[config.mk]
export PLATFORM = sky130hd
export DESIGN_NAME = regfile_multiport_flat
export DESIGN_NICKNAME = d
export VERILOG_FILES = /design/src/rtl/regfile_multiport_if.sv /design/src/rtl/regfile_multiport.sv /design/src/flat_wrapper.sv
export SDC_FILE = /design/constraint.sdc
export NUM_CORES = 2
export LEC_CHECK = 0
export CAP_MARGIN = 20
export CORE_UTILIZATION = 67
export CTS_CLUSTER_DIAMETER = 50
export DETAILED_ROUTE_END_ITERATION = 10
export PLACE_DENSITY = 0.92
export RECOVER_POWER = 100
export REMOVE_ABC_BUFFERS = 1
export SETUP_SLACK_MARGIN = 0.2
export SYNTH_ARGS = -nofsm -noshare
export SYNTH_HDL_FRONTEND = slang
export SYNTH_SLANG_ARGS = --single-unit
[constraint.sdc]
create_clock -name clock_i -period 4.8 [get_ports clock_i]
set_input_delay 0.96 -clock clock_i [delete_from_list [all_inputs] [get_ports clock_i]]
set_output_delay 0.96 -clock clock_i [all_outputs]
set_load 0.01 [all_outputs]
[src/rtl/regfile_multiport_if.sv]
// regfile_multiport_if: decode/writeback bus of the multiport register file.
//   master : drives write port, read addresses, pending mark and clear request
//   slave  : returns read data, per-port pending bits and clear_busy
interface regfile_multiport_if #(
    parameter int DATA_WIDTH = 32,
    parameter int ADDR_WIDTH = 5,
    parameter int NUM_READ   = 2
);
    logic                           ctrl_writeEnable;
    logic [ADDR_WIDTH-1:0]          ctrl_writeReg;
    logic [DATA_WIDTH-1:0]          data_writeReg;
    logic [NUM_READ*ADDR_WIDTH-1:0] ctrl_readReg;
    logic [NUM_READ*DATA_WIDTH-1:0] data_readReg;
    logic [NUM_READ-1:0]            pending_read;
    logic                           ctrl_markPending;
    logic [ADDR_WIDTH-1:0]          ctrl_pendingReg;
    logic                           ctrl_clear;
    logic                           clear_busy;

    modport master (
        output ctrl_writeEnable, ctrl_writeReg, data_writeReg, ctrl_readReg,
               ctrl_markPending, ctrl_pendingReg, ctrl_clear,
        input  data_readReg, pending_read, clear_busy
    );

    modport slave (
        input  ctrl_writeEnable, ctrl_writeReg, data_writeReg, ctrl_readReg,
               ctrl_markPending, ctrl_pendingReg, ctrl_clear,
        output data_readReg, pending_read, clear_busy
    );
endinterface

[src/rtl/regfile_multiport.sv]
// regfile_multiport: register file with NUM_READ combinational read ports, one write
// port, optional zero register and write-to-read bypass, per-register pending bits
// and a sequenced bulk clear.
//   clock_i      : clock, all state updates on the rising edge
//   ctrl_reset_i : synchronous active-high reset
//   bus (slave)  : write port, read ports, pending mark/query, clear request/busy
module regfile_multiport #(
    parameter int DATA_WIDTH = 32,
    parameter int ADDR_WIDTH = 5,
    parameter int NUM_READ   = 2,
    parameter bit ZERO_REG   = 1'b1,
    parameter bit BYPASS     = 1'b1
) (
    input logic                clock_i,
    input logic                ctrl_reset_i,
    regfile_multiport_if.slave bus
);
    localparam int DEPTH = 2 ** ADDR_WIDTH;

    typedef enum logic {IDLE, CLEAR} state_t;

    state_t                state_q;
    logic [ADDR_WIDTH-1:0] idx_q;
    logic [DATA_WIDTH-1:0] mem_q [DEPTH];
    logic [DATA_WIDTH-1:0] mem_d [DEPTH];
    logic [DEPTH-1:0]      pend_q;
    logic [DEPTH-1:0]      pend_d;
    logic                  wr_ok;
    logic                  mark_ok;

    assign wr_ok   = bus.ctrl_writeEnable && state_q == IDLE && !(ZERO_REG && bus.ctrl_writeReg == '0);
    assign mark_ok = bus.ctrl_markPending && state_q == IDLE && !(ZERO_REG && bus.ctrl_pendingReg == '0);

    assign bus.clear_busy = state_q == CLEAR;

    // Mark is applied after the write so a same-cycle mark wins over the clear.
    always_comb begin
        mem_d  = mem_q;
        pend_d = pend_q;
        if (state_q == CLEAR) begin
            mem_d[idx_q]  = '0;
            pend_d[idx_q] = 1'b0;
        end else begin
            if (wr_ok) begin
                mem_d[bus.ctrl_writeReg]  = bus.data_writeReg;
                pend_d[bus.ctrl_writeReg] = 1'b0;
            end
            if (mark_ok) pend_d[bus.ctrl_pendingReg] = 1'b1;
        end
    end

    // wr_ok is already low in CLEAR, so no bypass happens during a clear.
    for (genvar i = 0; i < NUM_READ; i++) begin : g_rd
        logic [ADDR_WIDTH-1:0] ra;
        logic                  hit;
        assign ra  = bus.ctrl_readReg[i*ADDR_WIDTH +: ADDR_WIDTH];
        assign hit = BYPASS && wr_ok && bus.ctrl_writeReg == ra;
        assign bus.data_readReg[i*DATA_WIDTH +: DATA_WIDTH] =
            hit ? bus.data_writeReg : (ZERO_REG && ra == '0) ? '0 : mem_q[ra];
        assign bus.pending_read[i] = hit ? 1'b0 : pend_q[ra];
    end

    always_ff @(posedge clock_i) begin
        if (ctrl_reset_i) begin
            state_q <= IDLE;
            idx_q   <= '0;
            pend_q  <= '0;
            for (int k = 0; k < DEPTH; k++) mem_q[k] <= '0;
        end else begin
            mem_q  <= mem_d;
            pend_q <= pend_d;
            if (state_q == IDLE) begin
                if (bus.ctrl_clear) begin
                    state_q <= CLEAR;
                    idx_q   <= '0;
                end
            end else if (idx_q == ADDR_WIDTH'(DEPTH - 1)) begin
                state_q <= IDLE;
            end else begin
                idx_q <= idx_q + ADDR_WIDTH'(1);
            end
        end
    end
endmodule

[src/flat_wrapper.sv]
// flat-port wrapper written by rule: the top's interface ports become plain ports
module regfile_multiport_flat 
#(
    parameter int DATA_WIDTH = 32,
    parameter int ADDR_WIDTH = 5,
    parameter int NUM_READ   = 2,
    parameter bit ZERO_REG   = 1'b1,
    parameter bit BYPASS     = 1'b1
)
  (clock_i, ctrl_reset_i, bus_ctrl_writeEnable, bus_ctrl_writeReg, bus_data_writeReg, bus_ctrl_readReg, bus_ctrl_markPending, bus_ctrl_pendingReg, bus_ctrl_clear, bus_data_readReg, bus_pending_read, bus_clear_busy);
  regfile_multiport_if #(.DATA_WIDTH(DATA_WIDTH), .ADDR_WIDTH(ADDR_WIDTH), .NUM_READ(NUM_READ)) bus_i ();
  input logic clock_i;
  input logic ctrl_reset_i;
  input wire logic [$bits(bus_i.ctrl_writeEnable)-1:0] bus_ctrl_writeEnable;
  input wire logic [$bits(bus_i.ctrl_writeReg)-1:0] bus_ctrl_writeReg;
  input wire logic [$bits(bus_i.data_writeReg)-1:0] bus_data_writeReg;
  input wire logic [$bits(bus_i.ctrl_readReg)-1:0] bus_ctrl_readReg;
  input wire logic [$bits(bus_i.ctrl_markPending)-1:0] bus_ctrl_markPending;
  input wire logic [$bits(bus_i.ctrl_pendingReg)-1:0] bus_ctrl_pendingReg;
  input wire logic [$bits(bus_i.ctrl_clear)-1:0] bus_ctrl_clear;
  output wire logic [$bits(bus_i.data_readReg)-1:0] bus_data_readReg;
  output wire logic [$bits(bus_i.pending_read)-1:0] bus_pending_read;
  output wire logic [$bits(bus_i.clear_busy)-1:0] bus_clear_busy;
  assign bus_i.ctrl_writeEnable = bus_ctrl_writeEnable;
  assign bus_i.ctrl_writeReg = bus_ctrl_writeReg;
  assign bus_i.data_writeReg = bus_data_writeReg;
  assign bus_i.ctrl_readReg = bus_ctrl_readReg;
  assign bus_i.ctrl_markPending = bus_ctrl_markPending;
  assign bus_i.ctrl_pendingReg = bus_ctrl_pendingReg;
  assign bus_i.ctrl_clear = bus_ctrl_clear;
  assign bus_data_readReg = bus_i.data_readReg;
  assign bus_pending_read = bus_i.pending_read;
  assign bus_clear_busy = bus_i.clear_busy;
  regfile_multiport #(.DATA_WIDTH(DATA_WIDTH), .ADDR_WIDTH(ADDR_WIDTH), .NUM_READ(NUM_READ), .ZERO_REG(ZERO_REG), .BYPASS(BYPASS)) u_core (.clock_i(clock_i), .ctrl_reset_i(ctrl_reset_i), .bus(bus_i));
endmodule
==> impl_metrics.yaml, run 1 <==
run_status:
  status: "aborted with a tool error"
  haltStage: "global routing (5_1_grt)"
  error: "[ERROR GRT-0232] Routing congestion too high. Check the congestion heatmap in the GUI."
synth:
  post_synth_instance_area_um2: 53140
  synth_async_sr_flop_share: 0
  ys_warn_count: 0
  synth-edff-count: 0
  avgSynthCellArea_um2: 10.31
  seq_area_frac_synth: 0.4001
  synth_top_area_frac: 0.4001
  synthFlopType: "dfxtp_1"
  synth_cells: 5152
  yosys.area.top_type: "dfxtp_1"
  synth.area.top_cells: "dfxtp_1 40%, mux4_2 21%, a22oi_1 14%, nor2_1 7.3%, clkbuf_1 3.0%"
  yosys.cell_types.count: 65
  ys_ff_latch: 1062
floorplanning:
  rows: 102
  start_util: 0.6815
  fp.dieH_um: 283.6
  die_x_um: 283.6
  io_pins: 124
clock_network:
  cts_max_level: 3
  cts-buffers-inserted: 109
  cts_buffer_depth: 3
  root_buffer: "clkbuf_16"
  cts_sinks: 1062
timing:
  worst_endpoint_kind: "top-level output"
  postGrtWorstEndpoint: "bus_data_readReg[26]"
global_route:
  grt_max_degree: 211
  track_usage: 0.7422
  overflow: 8
place:
  place_inst: 6002
  gp_congestion: 1.032
  dp_hpwl_mm: 130.5
  io_buffers: 123
-- routing by layer --
layer  global-route usage  GRT overflow
met5               0.4655             1
met4               0.6949             1
met3               0.6916             1
met2               0.8447             4
met1               0.7298             1
-- cell usage after synthesis (16+ instances only) --
cell type and n:
o21ai_1 31, a2bb2oi_1 22, clkbuf_2 25, mux2i_1 119, dfxtp_1 1062, a221oi_1 55
nor2_1 1036, a21oi_1 77, and2_1 39, nor3_1 18, nand3_1 16, o22ai_1 143
buf_2 137, a21o_1 20, a22oi_1 1003, nand2_1 67, buf_4 53, a211oi_1 21
nor4_1 25, a22o_1 36, mux4_2 491, clkbuf_1 429, mux2_2 21, a2111oi_0 21
-- repair_timing --
action	CTS
gates resized for setup	30
pin swaps	0
hold buffers	0
setup buffers	1
endpoints found under the setup margin	48
gates cloned	1
-- logic make-up after synthesis --
logic type                 after synthesis  share of synthesized area
AOI/OAI and AO/OA                     1476                     0.2033
xor gates and xnor gates                10                   0.001648
adders and majority gates                5                   0.001177
buffers and inverters                  679                    0.05693
DFF                                   1062                     0.4001
muxes                                  638                     0.2364
and+or+nand+nor                       1282                     0.1004
-- metrics by stage --
stage	setup WS [ps]	util	TNS, ps	instance area [um2]
4_1_cts	127.9	0.7782	0	60690
3_5_place_dp	-162.4	0.7251	-365.3	56540
2_1_floorplan	147.4	-	0	50170
3_3_place_gp	-57.94	0.7250	-103.4	56530
==> inputs of run 2 (changes only) <==
--- a/config.mk
+++ b/config.mk
@@ -6,13 +6,11 @@
 export NUM_CORES = 2
 export LEC_CHECK = 0
 export CAP_MARGIN = 20
-export CORE_UTILIZATION = 67
-export CTS_CLUSTER_DIAMETER = 50
+export CORE_UTILIZATION = 40
 export DETAILED_ROUTE_END_ITERATION = 10
-export PLACE_DENSITY = 0.92
+export PLACE_DENSITY_LB_ADDON = 0.15
 export RECOVER_POWER = 100
 export REMOVE_ABC_BUFFERS = 1
-export SETUP_SLACK_MARGIN = 0.2
 export SYNTH_ARGS = -nofsm -noshare
 export SYNTH_HDL_FRONTEND = slang
 export SYNTH_SLANG_ARGS = --single-unit
==> impl_metrics.yaml, run 2 <==
timing:
  max_clock_freq_ghz: 0.2061
  skew_ps: 18.60
  final_hold_viol_count: 0
  tightestPinTransition_ps: 2145
  maxSlewViolCount: 630
  slew_headroom: -0.4299
  finalSetupViolCount: 2
  holdWs_ps: 477.8
  layout_setup_ws_ps: -53.09
  period_share: 1.011
  rsz0062_at_grt: "false"
  fin_crit_ps: 4853
floorplanning:
  die_x_um: 366.5
  fp.dieArea_um2: 134300
  io_pins: 124
  core-area_um2: 131600
  rows: 133
  fp.dieH_um: 366.5
  start_util: 0.4037
place:
  gp_congestion: 0.8988
  io_buffers: 123
  dp_hpwl_mm: 143.4
  place_area_um2: 57860
  dp_slack_ps: -243.6
synth:
  synth_async_sr_flop_share: 0
  seq_area_frac_synth: 0.4001
  synth.most_common_cell: "dfxtp_1"
  synth_top_area_frac: 0.4001
  post_synth_instance_area_um2: 53140
  synth_common_cells: "1,062 x dfxtp_1, 1,036 x nor2_1, 1,003 x a22oi_1"
  yosys.cell_types.count: 65
  synthFlopType: "dfxtp_1"
  avgSynthCellArea_um2: 10.31
  yosys.area.top_type: "dfxtp_1"
  synth_cells: 5152
  synth.area.top_cells: "dfxtp_1 40%, mux4_2 21%, a22oi_1 14%, nor2_1 7.3%, clkbuf_1 3.0%"
  synth-edff-count: 0
  ys_ff_latch: 1062
  ys_warn_count: 0
layout:
  fin_area_um2: 61530
  final_common_cell: "dfxtp_1"
  reg_top3: "u_core.mem_q: 1024 flops, u_core.pend_q: 32 flops, u_core.idx_q: 5 flops"
  fill_cells: 12290
  final_nets: 5167
  top_register: "u_core.mem_q"
  largest_register_ffs: 1024
  area_delta_synth_final_pct: 15.79
  final_cell_mix: "1,062 x dfxtp_1, 1,034 x nor2_1, 1,003 x a22oi_1"
  layout-drive-gt1-share: 0.2234
run_status:
  violations: "max-capacitance violations, max-slew violations, negative setup slack"
  status: "finished with violations"
pwr:
  power_density_nw_per_um2: 337.5
  vdd_drop_max_uv: 291.2
  cellLeakagePower_nw: 21.39
  total_power_w: 0.02076
global_route:
  overflow: 0
  grt_pass1_wl_mm: 334.1
  track_usage: 0.3390
  grt_max_degree: 217
  antenna_found_initial: 5
  grt_pass1_vias: 44810
route:
  wirelength_mm: 235.4
  antenna_left: 0
  vias: 47610
  viasPerCell: 6.842
  drt_iter0_drc: 7298
  wl_per_cell_um: 33.83
  firstDrtPassIters: 6
  drcViolationCount: 0
clock_network:
  clkTransAtPathRegs_ps: 60
  cts_tree: "yes"
  cts_max_level: 3
  root_buffer: "clkbuf_16"
  clock_latency_ps: 770
  cts_sinks: 1062
  cts_buffer_depth: 3
  cts-buffers-inserted: 118
  ctsHoldBuffers: 0
setup_path:
  criticalPathCategory: "in2out"
  critPathRequiredTime_ps: 3840
  cp-start-kind: "input port"
  arrival_ps: 3890
  r2r_slack_ps: 0
  crit_fanout: 22
  crit_path_end_kind: "output port"
flow_run:
  cap_violations: 28
hold_path:
  min_path_type: "reg2reg"
run 2: cell counts after synthesis:
Identical to the previous run, type by type.
run 2: cell type report:
| cell class | instances | area, um2 | area share |
|---|---|---|---|
| Timing Repair Buffer | 496 | 4713 | 0.07660 |
| Inverter | 16 | 60.06 | 0.0009760 |
| Tap cell | 1755 | 2196 | 0.03569 |
| Antenna cell | 1 | 2.502 | 0.00004067 |
| Clock inverter | 49 | 573.1 | 0.009313 |
| Sequential cell | 1062 | 21260 | 0.3455 |
| Multi-Input combinational cell | 3411 | 29290 | 0.4759 |
| Clock buffer | 168 | 3441 | 0.05592 |
run 2: critical path: stages:
cell and delay [ps]:
clkdlybuf4s50_1 440, buf_12 170, nand3b_1 250, buf_2 340
o22ai_1 120, buf_4 150, nor3_1 390, a32o_1 280
buf_4 180, clkdlybuf4s50_1 560
run 2: path summary, 6_finish.rpt:
check	endpoint	depth (start not counted)	start
worst max register to register	u_core.mem_q[966]$_SDFFE_PP0P_	6	u_core.bus.clear_busy$_SDFF_PP0_
worst max-delay path	bus_data_readReg[15]	10	bus_ctrl_readReg[3]
worst min-delay path	u_core.mem_q[1012]$_SDFFE_PP0P_	1	u_core.mem_q[1012]$_SDFFE_PP0P_
worst min register to register	u_core.mem_q[1012]$_SDFFE_PP0P_	1	u_core.mem_q[1012]$_SDFFE_PP0P_
run 2: cells by family after synthesis:
group | count (synthesis) | share of synthesized area
flops | 1062 | 0.4001
buf+inv | 679 | 0.05693
simple gates | 1282 | 0.1004
fa+ha+maj | 5 | 0.001177
mux | 638 | 0.2364
xor+xnor | 10 | 0.001648
compound gates | 1476 | 0.2033
run 2: where the power goes:
part           internal [W]  switching [W]  total, W  leakage [nW]
Clock               0.00551        0.00400   0.00951          1.99
Combinational      0.000861        0.00144   0.00231          10.8
Sequential          0.00889      0.0000654   0.00895          8.56
Total                0.0153        0.00551    0.0208          21.4
run 2: layer usage:
layer / track usage / wire [um] / vias to the layer above
met3: 0.08324 / 26590 / 628
met2: 0.5143 / 104400 / 3214
met5: 0 / 21 / -
met4: 0.1501 / 11590 / 4
met1: 0.4566 / 92820 / 24130
li1: - / - / 19630
run 2: what timing repair did:
action,in CTS,in global routing
endpoints found under the setup margin,9,15
buffers inserted,0,0
resized for setup,11,16
run 2: stage by stage:
step                      cells  setup TNS, ps    util
after floorplan            4489              0       -
after global placement     6739          -1635  0.4394
after detailed placement   6740         -872.8  0.4396
after CTS                  6957              0  0.4704
after global routing       6957              0  0.4674
final                      6958         -72.00  0.4675
No activity file was read; power rests on OpenSTA's default activity.
